[src/rtl/program_counter_unit.sv]
`default_nettype none
// ============================================================================
// Module   : program_counter_unit
// Purpose  : Program counter with branch/jump/link, operator-confirmed INPUT
//            wait and terminal HALT, driven by a 3-state sequencer.
// Revision : 1.0 - initial release
// ============================================================================
module program_counter_unit #(
    parameter int                  PC_WIDTH     = 11,
    parameter logic [PC_WIDTH-1:0] RESET_VECTOR = '0
) (
    input  logic                clock,
    input  logic                reset,
    input  logic                pc_write_en,
    input  logic                branch,
    input  logic [PC_WIDTH-1:0] branch_target,
    input  logic                jump,
    input  logic [PC_WIDTH-1:0] jump_target,
    input  logic                link,
    input  logic                halt,
    input  logic                io_wait,
    input  logic                confirm_btn,
    output logic [PC_WIDTH-1:0] PC,
    output logic [PC_WIDTH-1:0] link_addr,
    output logic                waiting,
    output logic                halted
);

    localparam logic [PC_WIDTH-1:0] c_ONE = {{(PC_WIDTH-1){1'b0}}, 1'b1};

    typedef enum logic [1:0] {
        S_RUN     = 2'd0,
        S_WAIT_IO = 2'd1,
        S_HALTED  = 2'd2
    } state_t;

    state_t              r_state;
    state_t              w_nextState;
    logic [PC_WIDTH-1:0] r_pc;
    logic [PC_WIDTH-1:0] w_nextPc;
    logic [PC_WIDTH-1:0] r_linkAddr;
    logic [PC_WIDTH-1:0] w_nextLinkAddr;
    logic [PC_WIDTH-1:0] w_pcPlusOne;
    logic                r_confirmQ;
    logic                w_confirmRise;

    // Natural truncation to PC_WIDTH bits gives the modulo wrap.
    assign w_pcPlusOne   = r_pc + c_ONE;
    assign w_confirmRise = confirm_btn & ~r_confirmQ;

    always_ff @(posedge clock or negedge reset) begin
        if (!reset) begin
            r_state    <= S_RUN;
            r_pc       <= RESET_VECTOR;
            r_linkAddr <= '0;
            r_confirmQ <= 1'b0;
        end else begin
            r_state    <= w_nextState;
            r_pc       <= w_nextPc;
            r_linkAddr <= w_nextLinkAddr;
            r_confirmQ <= confirm_btn;
        end
    end

    always_comb begin
        w_nextState    = r_state;
        w_nextPc       = r_pc;
        w_nextLinkAddr = r_linkAddr;
        case (r_state)
            S_RUN: begin
                if (pc_write_en) begin
                    if (halt) begin
                        w_nextState = S_HALTED;
                    end else if (io_wait) begin
                        w_nextState = S_WAIT_IO;
                    end else if (jump) begin
                        w_nextPc = jump_target;
                        if (link) begin
                            w_nextLinkAddr = w_pcPlusOne;
                        end
                    end else if (branch) begin
                        w_nextPc = branch_target;
                    end else begin
                        w_nextPc = w_pcPlusOne;
                    end
                end
            end
            S_WAIT_IO: begin
                // A button already held on entry never produces a rise.
                if (w_confirmRise) begin
                    w_nextPc    = w_pcPlusOne;
                    w_nextState = S_RUN;
                end
            end
            S_HALTED: begin
                w_nextState = S_HALTED;
            end
            default: begin
                w_nextState = S_RUN;
            end
        endcase
    end

    assign PC        = r_pc;
    assign link_addr = r_linkAddr;
    assign waiting   = (r_state == S_WAIT_IO);
    assign halted    = (r_state == S_HALTED);

endmodule
`default_nettype wire

[config.mk]
export PLATFORM = sky130hd
export DESIGN_NAME = program_counter_unit
export DESIGN_NICKNAME = d
export VERILOG_FILES = /design/src/rtl/program_counter_unit.sv
export SDC_FILE = /design/constraint.sdc
export NUM_CORES = 1
export LEC_CHECK = 0
export ABC_CLOCK_PERIOD_IN_PS = 2500
export BUFFER_PORTS_ARGS = -buffer_cell sky130_fd_sc_hd__buf_2
export CAP_MARGIN = 20
export CORE_ASPECT_RATIO = 1.2
export CORE_MARGIN = 4
export CORE_UTILIZATION = 49
export DETAILED_ROUTE_END_ITERATION = 10
export GPL_TIMING_DRIVEN = 0
export PLACE_DENSITY = 0.91
export REMOVE_ABC_BUFFERS = 1
export SYNTH_ARGS = -nofsm -noshare
export SYNTH_HDL_FRONTEND = slang
export SYNTH_SLANG_ARGS = --single-unit
[constraint.sdc]
create_clock -name clock -period 2.5 [get_ports clock]
set_input_delay 0.625 -clock clock [delete_from_list [all_inputs] [get_ports clock]]
set_output_delay 0.625 -clock clock [all_outputs]
set_load 0.1 [all_outputs]
Word-level counts from Yosys, hierarchy flattened

Cells that the tools add are included.

Bits in registers: 25
Input port bits: 31
Output and inout bits: 24
Logic and storage cells: 33

Add/subtract/negate cells: 1
Eq/ne operators: 7
Mux-type cells: 12
Bitwise operators: 4
Reduce and logical (&&, ||, !) cells: 5

Operator list:

| operator                | count |
|---|---|
| $mux W11                | 6 |
| $pmux W11 S2            | 1 |
| $add A11 B1 Y11 const B | 1 |
| $mux W2                 | 4 |
| $ne A2 B2 Y1 const B    | 3 |
| $pmux W2 S3             | 1 |
| $reduce_and A6 Y1       | 1 |
| $reduce_and A5 Y1       | 1 |
| $ne A3 B3 Y1 const B    | 1 |
| $not A1 Y1              | 3 |
| $reduce_and A3 Y1       | 1 |
| $eq A2 B1 Y1 const B    | 1 |
| $eq A2 B2 Y1 const B    | 1 |
| $logic_not A2 Y1        | 1 |
| $ne A2 B1 Y1 const B    | 1 |
| $reduce_bool A2 Y1      | 1 |
| $and A1 B1 Y1           | 1 |

Longest topological paths before layout

Gate-level depths: netlist of run 1.

Depth after elaboration: 7
Gate-level depth with buffers: 6
Depth with buffers taken out: 5

Worst setup path before layout of run 1

Ideal clock, no wire load.

Path kind: reg2reg
Start: register r_pc[0], in the netlist PC[0]
End: register r_pc[10], in the netlist PC[10]
Setup time: 0.122 ns
Arrival: 2.280 ns
Required time: 2.378 ns
Setup slack: 0.098 ns
Cell stages (with the launch flop): 6
Path buffers: 0
Clock period less this slack: 2.402 ns
Cells stage by stage: dfrtp_1 > ha_1 > and4_1 > nand4_1 > or3_1 > o211a_1

Longest elaborated chain between the ends: 7
Elaborated cells on any way between the ends: 8
Those cells by class: 1 x add/sub; 7 x mux

RTL lines:

| item                   | RTL line | source |
|---|---|---|
| from (decl)            | 39       | `logic [PC_WIDTH-1:0] r_pc;` |
| from (signal assigned) | 59       | `r_pc <= w_nextPc;` |
| $add A11 B1 Y11 *      | 48       | `assign w_pcPlusOne = r_pc + c_ONE;` |
| $mux W11               | 81       | `end else if (branch) begin` |
| $mux W11               | 76       | `end else if (jump) begin` |
| $mux W11               | 74       | `end else if (io_wait) begin` |
| $mux W11               | 72       | `if (halt) begin` |
| $mux W11               | 71       | `if (pc_write_en) begin` |
| $pmux W11 S2 *         | 69       | `case (r_state)` |

Every way passes the cells marked *; elsewhere a longest branch is shown, timed or not. The select of a mux whose other input is x is not followed.
A chain may end at the register's enable or synchronous reset.

Final worst setup path of run 1

Start: register r_state[1]
End: output port waiting

Longest elaborated chain between the ends: 1

RTL lines:

| item                   | RTL line | source |
|---|---|---|
| from (decl)            | 37       | `state_t r_state;` |
| from (signal assigned) | 58       | `r_state <= w_nextState;` |
| $eq A2 B1 Y1           | 106      | `assign waiting = (r_state == S_WAIT_IO);` |
| to (decl)              | 25       | `output logic waiting,` |

Every way passes these cells.

==> summary.md, run 1 <==
| Metric | Value |
|---|---|
| Post-synth EDFFs | `0` |
| Antenna Nets Post-Route | `0` |
| Final period util | `93.7%` |
| Cells on worst reg2reg path | `4` |
| CTS clk-pin slew, worst paths | `approximately 0.13 ns` |
| Grt total ovfl | `0` |
| PD cells | `1100 nW/um^2` |
| Layout Nets | `roughly 230` |
| Via density | `5.94` |
| Total wire length | `3610 um` |
| Final HPWL DP | `2710 um` |
| WL per Instance | `15.5 um` |
| Max-slew headroom | `around a third` |
| Startpoint Class | `flop` |
| Vias in the first global route | `1385` |
| CTS root buffer | `clkbuf_4` |
| Die area | `between 3000 and 4000 um^2` |
| CORE AREA | `2860 um^2` |
| Reg2reg setup slack | `approximately 0.42 ns` |
| Initial Utilization | `51.9%` |
| Placed cell area | `1760 um^2` |
| Syn-to-layout area delta | `20.2%` |
| Number of fill cells | `265` |
| Worst-path fanout max | `8` |
| Slew at the pin closest to its max-slew limit | `1.01 ns` |
| DR pass1 iterations | `4` |
| Leakage | `0.848 nW` |
| Hold WC Path Type | `input pin to asynchronous set/reset pin` |
| # port buffers | `54` |
| Worst skew pair latency | `0.32 ns` |
| Worst Path Arrival | `around 1.7 ns` |
| Final Hold Fails | `0` |
| Multi-input gate area | `805 um^2` |
| Final setup violation count | `0` |
| Top FF cell, synth | `dfrtp_1` |
| Sequential share of the synthesized area | `between 40% and 50%` |
| Routability Congestion | `0.826` |
| WS Path Type | `flop to output port` |
| Clock skew | `between 0.002 and 0.003 ns` |
| Final Cell Area | `about 1800 um^2` |
| GRT Overall Usage | `roughly 20%` |
| Num ports | `55` |
| H-tree levels | `1` |
| Register Area | `626 um^2` |
| Ys Warns | `0` |
| Worst flop-to-flop path startpoint | `r_state[0]$_DFFE_PN0P_` |
| Period minus WS final | `2.34 ns` |
| Most common cell after layout, fill and taps aside | `buf_2` |
| Via count | `around 1400` |
| Global-route wire length before repair | `6090 um` |
| Fmax achieved | `0.427 GHz` |
| CP Capture Type | `output port` |
| Drt drc | `0` |
| Post-CTS setup buffers | `0` |
| DRT iter0 DRCs | `32` |
| Die X | `58.3 um` |
| Rows | `21` |
| Reg-to-reg endpoint | `link_addr[2]$_DFFE_PN0P_` |
| Die Ht | `68.4 um` |
| CP required | `1.88 ns` |
| Max Slew Vio Count | `0` |
| Synth Instances | `about 150` |
| Max_cap viols | `0` |
| Hold bufs inserted after CTS | `0` |
| Initial antenna violation count | `0` |
| Post-cts sizing count | `0` |
| Outcome | `finished clean` |
| Antenna diodes | `0` |
| Share of layout cells above drive strength 1 | `between 30% and 40%` |
| Clk buf depth | `2` |
| Final Util | `62.4%` |
| Mean Syn Cell Area | `10.1 um^2` |
| Distinct cells, synth | `42` |
| RSZ-0062 raised after global routing | `false` |
| Highest-count cells in the layout ignoring fill and taps | `54 x buf_2, 25 x dfrtp_1, 12 x a21oi_1` |
| TritonCTS clock tree | `built` |
| VDD IR max | `956 uV` |
| Number of synthesized register bits | `25` |
| Largest net degree at the start of global routing | `26` |
| Cell area after synthesis | `1490 um^2` |
| Total CTS buffers | `3` |
| FFs w/ async S/R, synth | `100%` |
| Clock sink count | `25` |
-- flip-flops by register name, summed over array words and instances (netlist names) --
register,cells
PC,11
link_addr,11
r_confirmQ,1
r_state,2
-- report_power, final --
| part | internal, mW | leakage, nW | switching [mW] |
|---|---|---|---|
| Clock | 0.0624 | 0.0150 | 0.120 |
| Combinational | 0.260 | 0.535 | 0.901 |
| Sequential | 0.497 | 0.298 | 0.124 |
| Total | 0.820 | 0.848 | 1.15 |
-- worst max-delay path, stage by stage, from the launching register on --
cell and delay [ns]:
dfrtp_1 0.44, nand2b_1 0.28, inv_1 0.22, buf_2 0.46
-- area by class of cell --
cell class / instances / area share (%)
multi-input combinational: 110 / 45.0
clock buffer: 4 / 1.47
timing repair buffer: 54 / 15.1
tap: 34 / 2.38
inverter: 5 / 1.05
sequential: 25 / 35.0
-- worst max path at each step --
stage | startpoint | cells past startpoint | slack [ns] | endpoint
after floorplan | PC[0]$_DFFE_PN0P_ | 5 | 0.08 | PC[10]$_DFFE_PN0P_
after global placement | jump | 4 | -0.08 | PC[8]$_DFFE_PN0P_
after detailed placement | io_wait | 5 | 0.17 | link_addr[2]$_DFFE_PN0P_
after CTS | r_state[1]$_DFFE_PN0P_ | 3 | 0.17 | waiting
after global routing | r_state[1]$_DFFE_PN0P_ | 3 | 0.05 | waiting
final | r_state[1]$_DFFE_PN0P_ | 3 | 0.16 | waiting
-- Yosys cell counts, types with 2 or more instances --
master    number  area share [%]
dfrtp_1       25              42
a21oi_1       12             4.0
mux2_2        10             7.6
nand3_1        8             2.7
mux2i_1        6             4.0
nand2_1        6             1.5
nor2_1         6             1.5
o21ai_0        6             2.0
xnor2_1        6             3.5
inv_1          5             1.3
nand2b_1       5             2.1
buf_2          4             1.3
o22ai_1        4             1.7
and3_1         3             1.3
nand4_1        3             1.3
nor2b_1        3             1.3
o22a_1         3             1.8
a221o_1        2             1.3
a22o_1         2             1.2
a22oi_1        2             1.0
and4_1         2             1.2
clkbuf_1       2            0.50
o221a_2        2             1.5
o31ai_1        2             1.0
-- kinds of logic (layout without fill, tap and decap cells) --
| family | after synthesis | in the layout | synth area share (%) |
|---|---|---|---|
| AND/OR/NAND/NOR | 44 | 44 | 17.3 |
| AO/OA/AOI/OAI | 42 | 42 | 20.2 |
| flip-flops | 25 | 25 | 42.1 |
| multiplexers | 16 | 16 | 11.6 |
| buffers and inverters | 12 | 63 | 3.87 |
| XOR/XNOR | 7 | 7 | 4.12 |
| adder cells (fa/ha/maj) | 1 | 1 | 0.841 |
-- routing by layer --
metal / wire, um / share of wire, % / global-route usage (%) / vias to the layer above
li1: - / - / - / 651
met1: 1590 / 44 / 25.0 / 656
met2: 1680 / 47 / 33.1 / 62
met3: 266 / 7.4 / 3.40 / 9
met4: 68 / 1.9 / 6.96 / 0
met5: 0 / 0 / 0 / -
-- stage by stage --
step	cells	setup WS [ns]	power, mW	TNS [ns]	hold WS (ns)
after global placement	228	-0.0767	1.77	-0.221	0.483
after floorplan	140	0.0839	1.58	0	0.329
after CTS	232	0.175	1.97	0	0.287
after detailed placement	228	0.168	1.79	0	0.490
after global routing	232	0.0489	2.07	0	0.290
final	232	0.157	1.97	0	0.267
Note: power is estimated with default switching activity, not from simulation.
==> run 2, diff against run 1 <==
--- a/config.mk
+++ b/config.mk
@@ -15,6 +15,7 @@
 export GPL_TIMING_DRIVEN = 0
 export PLACE_DENSITY = 0.91
 export REMOVE_ABC_BUFFERS = 1
+export SETUP_SLACK_MARGIN = 0.5
 export SYNTH_ARGS = -nofsm -noshare
 export SYNTH_HDL_FRONTEND = slang
 export SYNTH_SLANG_ARGS = --single-unit
==> summary.md, run 2 (synthesized netlist as in run 1, its figures left out) <==
| Metric | Value |
|---|---|
| Outcome | `finished clean` |
| Rows | `21` |
| RSZ-0062 raised after global routing | `true` |
| PD cells | `1080 nW/um^2` |
| Num ports | `55` |
| Die area | `around 4000 um^2` |
| Via count | `1391` |
| Highest-count cells in the layout ignoring fill and taps | `49 x buf_2, 25 x dfrtp_1, 12 x a21oi_1` |
| Clock skew | `0.00214 ns` |
| H-tree levels | `1` |
| Worst skew pair latency | `~0.31 ns` |
| Worst flop-to-flop path startpoint | `PC[0]$_DFFE_PN0P_` |
| Initial Utilization | `51.9%` |
| Final HPWL DP | `2710 um` |
| Layout Nets | `between 200 and 250` |
| Final Hold Fails | `0` |
| Syn-to-layout area delta | `22.9%` |
| Die Ht | `68.4 um` |
| Worst Path Arrival | `2.20 ns` |
| Worst-path fanout max | `6` |
| WS Path Type | `flop to flop` |
| CP required | `2.72 ns` |
| Die X | `58.3 um` |
| Total power | `between 1.5 and 2 mW` |
| Vias in the first global route | `1391` |
| Max-slew headroom | `around 35%` |
| Clock sink count | `25` |
| Startpoint Class | `flop` |
| DR pass1 iterations | `4` |
| Drt drc | `0` |
| Antenna Nets Post-Route | `0` |
| Reg-to-reg endpoint | `PC[10]$_DFFE_PN0P_` |
| Final setup violation count | `0` |
| Clk buf depth | `2` |
| Max_cap viols | `0` |
| Total CTS buffers | `3` |
| Global-route wire length before repair | `around 6000 um` |
| Total wire length | `~3700 um` |
| Placed Cells | `228` |
| CP Capture Type | `flop` |
| Hold WC Path Type | `input pin to asynchronous set/reset pin` |
| Largest net degree at the start of global routing | `26` |
| Non-Filler Instances | `232` |
| Leakage | `0.863 nW` |
| CTS root buffer | `clkbuf_4` |
| Initial antenna violation count | `0` |
| Reg2reg setup slack | `0.52 ns` |
| TritonCTS clock tree | `built` |
| Final Util | `63.8%` |
| DRT iter0 DRCs | `39` |
| Routability Congestion | `0.826` |
| Setup_tns | `0 ns` |
| Max Slew Vio Count | `0` |
| Via density | `6.00` |
| Slew at the pin closest to its max-slew limit | `0.974 ns` |
| Share of layout cells above drive strength 1 | `between 30% and 40%` |
| Most common cell after layout, fill and taps aside | `buf_2` |
| VDD IR max | `958 uV` |
| Antenna diodes | `0` |
| Cells on worst reg2reg path | `5` |
| GRT Overall Usage | `19.6%` |
| Period minus WS final | `1.98 ns` |
| WL per Instance | `15.8 um` |
| Grt total ovfl | `0` |
| CTS clk-pin slew, worst paths | `0.13 ns` |
| Final period util | `79.1%` |
| CORE AREA | `2860 um^2` |
| Fmax achieved | `between 0.5 and 0.6 GHz` |
| # port buffers | `54` |
==> run 2: power breakdown <==
group	total (mW)	leakage, nW	internal [mW]	switching (mW)
registers	0.621	0.298	0.497	0.125
logic	1.17	0.549	0.265	0.906
clock network	0.178	0.0150	0.0623	0.116
==> run 2: metrics by stage <==
| step | hold WS [ns] | area [um^2] | setup WS, ns |
|---|---|---|---|
| floorplan | 0.329 | 1450 | 0.0839 |
| global placement | 0.483 | 1760 | -0.0767 |
| detailed placement | 0.490 | 1760 | 0.168 |
| CTS | 0.287 | 1800 | 0.424 |
| global route | 0.292 | 1830 | 0.468 |
| finish | 0.275 | 1830 | 0.522 |
==> run 2: layout make-up <==
class / instances / area (um^2)
fillers: 248 / 1040
multi-input cells: 110 / 817
flip-flops and latches: 25 / 626
repair buffers: 54 / 295
well taps: 34 / 42.5
clock buffers: 4 / 26.3
inverters: 5 / 21.3
==> run 2: critical path: stages, from the launching register on <==
cell and delay (ns):
dfrtp_1 0.49, ha_1 0.30, and4_1 0.34, nand4_1 0.22, or3_1 0.41, o211a_1 0.13
==> run 2: timing repair <==
action / CTS / global route
setup buffers: 0 / 0
setup endpoints to repair: 12 / 14
gates resized for setup: 5 / 9
gates cloned: 0 / 0
hold buffers: 0 / 0
endpoints found under the hold margin: 0 / 0
==> run 2: routing by layer <==
metal	wire (um)	share of wire, %	global-route usage [%]	up-vias
met2	1800	49	33.1	56
met4	59	1.6	7.54	0
met5	0	0	0	-
met1	1530	42	25.0	675
met3	277	7.6	3.40	8
li1	-	-	-	652
==> run 2: worst max path at each step <==
stage,slack [ns],end,from
2_1_floorplan,0.08,PC[10]$_DFFE_PN0P_,PC[0]$_DFFE_PN0P_
3_3_place_gp,-0.08,PC[8]$_DFFE_PN0P_,jump
3_5_place_dp,0.17,link_addr[2]$_DFFE_PN0P_,io_wait
4_1_cts,0.42,waiting,r_state[1]$_DFFE_PN0P_
5_1_grt,0.47,PC[10]$_DFFE_PN0P_,PC[0]$_DFFE_PN0P_
6_report,0.52,PC[10]$_DFFE_PN0P_,PC[0]$_DFFE_PN0P_
==> run 3, diff against run 2 <==
--- a/config.mk
+++ b/config.mk
@@ -5,15 +5,15 @@
 export SDC_FILE = /design/constraint.sdc
 export NUM_CORES = 1
 export LEC_CHECK = 0
-export ABC_CLOCK_PERIOD_IN_PS = 2500
+export ABC_CLOCK_PERIOD_IN_PS = 1700
 export BUFFER_PORTS_ARGS = -buffer_cell sky130_fd_sc_hd__buf_2
 export CAP_MARGIN = 20
 export CORE_ASPECT_RATIO = 1.2
 export CORE_MARGIN = 4
-export CORE_UTILIZATION = 49
+export CORE_UTILIZATION = 44
 export DETAILED_ROUTE_END_ITERATION = 10
 export GPL_TIMING_DRIVEN = 0
-export PLACE_DENSITY = 0.91
+export PLACE_DENSITY = 0.87
 export REMOVE_ABC_BUFFERS = 1
 export SETUP_SLACK_MARGIN = 0.5
 export SYNTH_ARGS = -nofsm -noshare
==> constraint.sdc (replaced) <==
create_clock -name clock -period 1.7 [get_ports clock]
set_input_delay 0.425 -clock clock [delete_from_list [all_inputs] [get_ports clock]]
set_output_delay 0.425 -clock clock [all_outputs]
set_load 0.1 [all_outputs]
==> summary.md, run 3 (synthesized netlist as in run 1, its figures left out) <==
| Metric | Value |
|---|---|
| CORE AREA | `3170 um^2` |
| Worst-path fanout max | `7` |
| CP Capture Type | `flop` |
| Total power | `4.00 mW` |
| Final period util | `103%` |
| Global-route wire length before repair | `8420 um` |
| Via count | `about 1700` |
| Rows | `22` |
| Num ports | `55` |
| Number of fill cells | `between 150 and 200` |
| PD cells | `1510 nW/um^2` |
| # port buffers | `54` |
| Die X | `61.1 um` |
| Syn-to-layout area delta | `77.5%` |
| CTS root buffer | `clkbuf_4` |
| Vias in the first global route | `around 1700` |
| Antenna Nets Post-Route | `0` |
| Outcome | `finished, violations left` |
| RSZ-0062 raised after global routing | `true` |
| CP required | `1.93 ns` |
| Clk buf depth | `2` |
| Non-Filler Instances | `271` |
| Highest-count cells in the layout ignoring fill and taps | `30 x buf_2, 29 x buf_4, 24 x buf_12` |
| Total wire length | `around 5700 um` |
| Die area | `4380 um^2` |
| Pre-CTS setup slack | `-0.465 ns` |
| Die Ht | `~72 um` |
| Clock sink count | `25` |
| Final HPWL DP | `2680 um` |
| WS Path Type | `flop to flop` |
| Via density | `6.17` |
| H-tree levels | `1` |
| Layout Nets | `roughly 270` |
| VDD IR max | `roughly 1800 uV` |
| Final Util | `between 80% and 90%` |
| Drt drc | `0` |
| Most common cell after layout, fill and taps aside | `buf_2` |
| DRT iter0 DRCs | `between 100 and 150` |
| Fin Hold WS | `0.0482 ns` |
| Period minus WS final | `between 1.5 and 2 ns` |
| Worst Path Arrival | `1.99 ns` |
| Antenna diodes | `0` |
| Max Slew Vio Count | `0` |
| Setup_tns | `-0.495 ns` |
| Initial Utilization | `47.0%` |
| Placed Cells | `230` |
| Final Cell Area | `roughly 2600 um^2` |
| Routability Congestion | `0.837` |
| Worst setup margin | `-0.0585 ns` |
| CTS clk-pin slew, worst paths | `about 0.15 ns` |
| Final Hold Fails | `0` |
| Failing checks | `setup timing` |
| WL per Instance | `21.0 um` |
| Hold WC Path Type | `input pin to asynchronous set/reset pin` |
| Total CTS buffers | `3` |
| Initial antenna violation count | `0` |
| Placed cell area | `around 1800 um^2` |
| Max-slew headroom | `45.9%` |
| Final setup violation count | `15` |
| Worst skew pair latency | `roughly 0.34 ns` |
| Startpoint Class | `flop` |
| Grt total ovfl | `0` |
| TritonCTS clock tree | `built` |
| DR pass1 iterations | `4` |
| Clock skew | `0.0131 ns` |
| Hold bufs inserted after CTS | `0` |
| Largest net degree at the start of global routing | `26` |
| Slew at the pin closest to its max-slew limit | `0.811 ns` |
| GRT Overall Usage | `roughly 26%` |
| Max_cap viols | `0` |
| Fmax achieved | `0.569 GHz` |
| Share of layout cells above drive strength 1 | `roughly three fifths` |
| Leakage | `between 1 and 1.5 nW` |
-- run 3: cell count changes in the layout (fill, tap and decap cells not counted), sizes merged --
cell    change
and3        +1
buf        +39
clkbuf      -3
-- run 3: worst max-delay path: stages, from the launching register on --
cell     delay [ns]
dfrtp_2        0.47
or3_4          0.37
nor2_4         0.19
and3_4         0.31
mux2_4         0.31
-- run 3: path summary, 6_finish.rpt --
| path | from | endpoint | slack, ns | cells past startpoint |
|---|---|---|---|---|
| setup / recovery | r_state[0]$_DFFE_PN0P_ | link_addr[6]$_DFFE_PN0P_ | -0.06 | 4 |
| hold / removal | reset | PC[1]$_DFFE_PN0P_ | 0.05 | 1 |
| setup reg to reg | r_state[0]$_DFFE_PN0P_ | link_addr[6]$_DFFE_PN0P_ | -0.06 | 4 |
| hold reg to reg | link_addr[10]$_DFFE_PN0P_ | link_addr[10]$_DFFE_PN0P_ | 0.60 | 1 |
| max in group asynchronous | reset | PC[7]$_DFFE_PN0P_ | 1.22 | 1 |
| min in group clock | confirm_btn | r_confirmQ$_DFF_PN0_ | 0.21 | 1 |
-- run 3: report_power, final --
part	internal (mW)	switching (mW)	leakage [nW]
registers	0.746	0.218	0.290
logic	1.14	1.61	0.872
clock network	0.0924	0.193	0.0150
total	1.98	2.02	1.18
-- run 3: area by class of cell --
class	instances	area (um^2)	area share, %
clock buffers	4	26.3	0.995
inverters	5	23.8	0.900
multi-input cells	111	961	36.4
flip-flops and latches	25	638	24.2
well taps	36	45.0	1.71
repair buffers	90	947	35.9
-- run 3: timing repair --
item / in CTS / in global routing
setup endpoints to repair: 46 / 46
pin swaps: 10 / 10
resized for setup: 139 / 14
cloned: 2 / 0
buffers inserted: 21 / 14
-- run 3: per-layer routing --
layer	vias to the layer above	routed length, um	GRT usage [%]
met5	-	0	0
met4	0	257	14.0
met3	31	454	5.05
met2	120	2880	41.2
met1	793	2100	31.1
li1	727	-	-
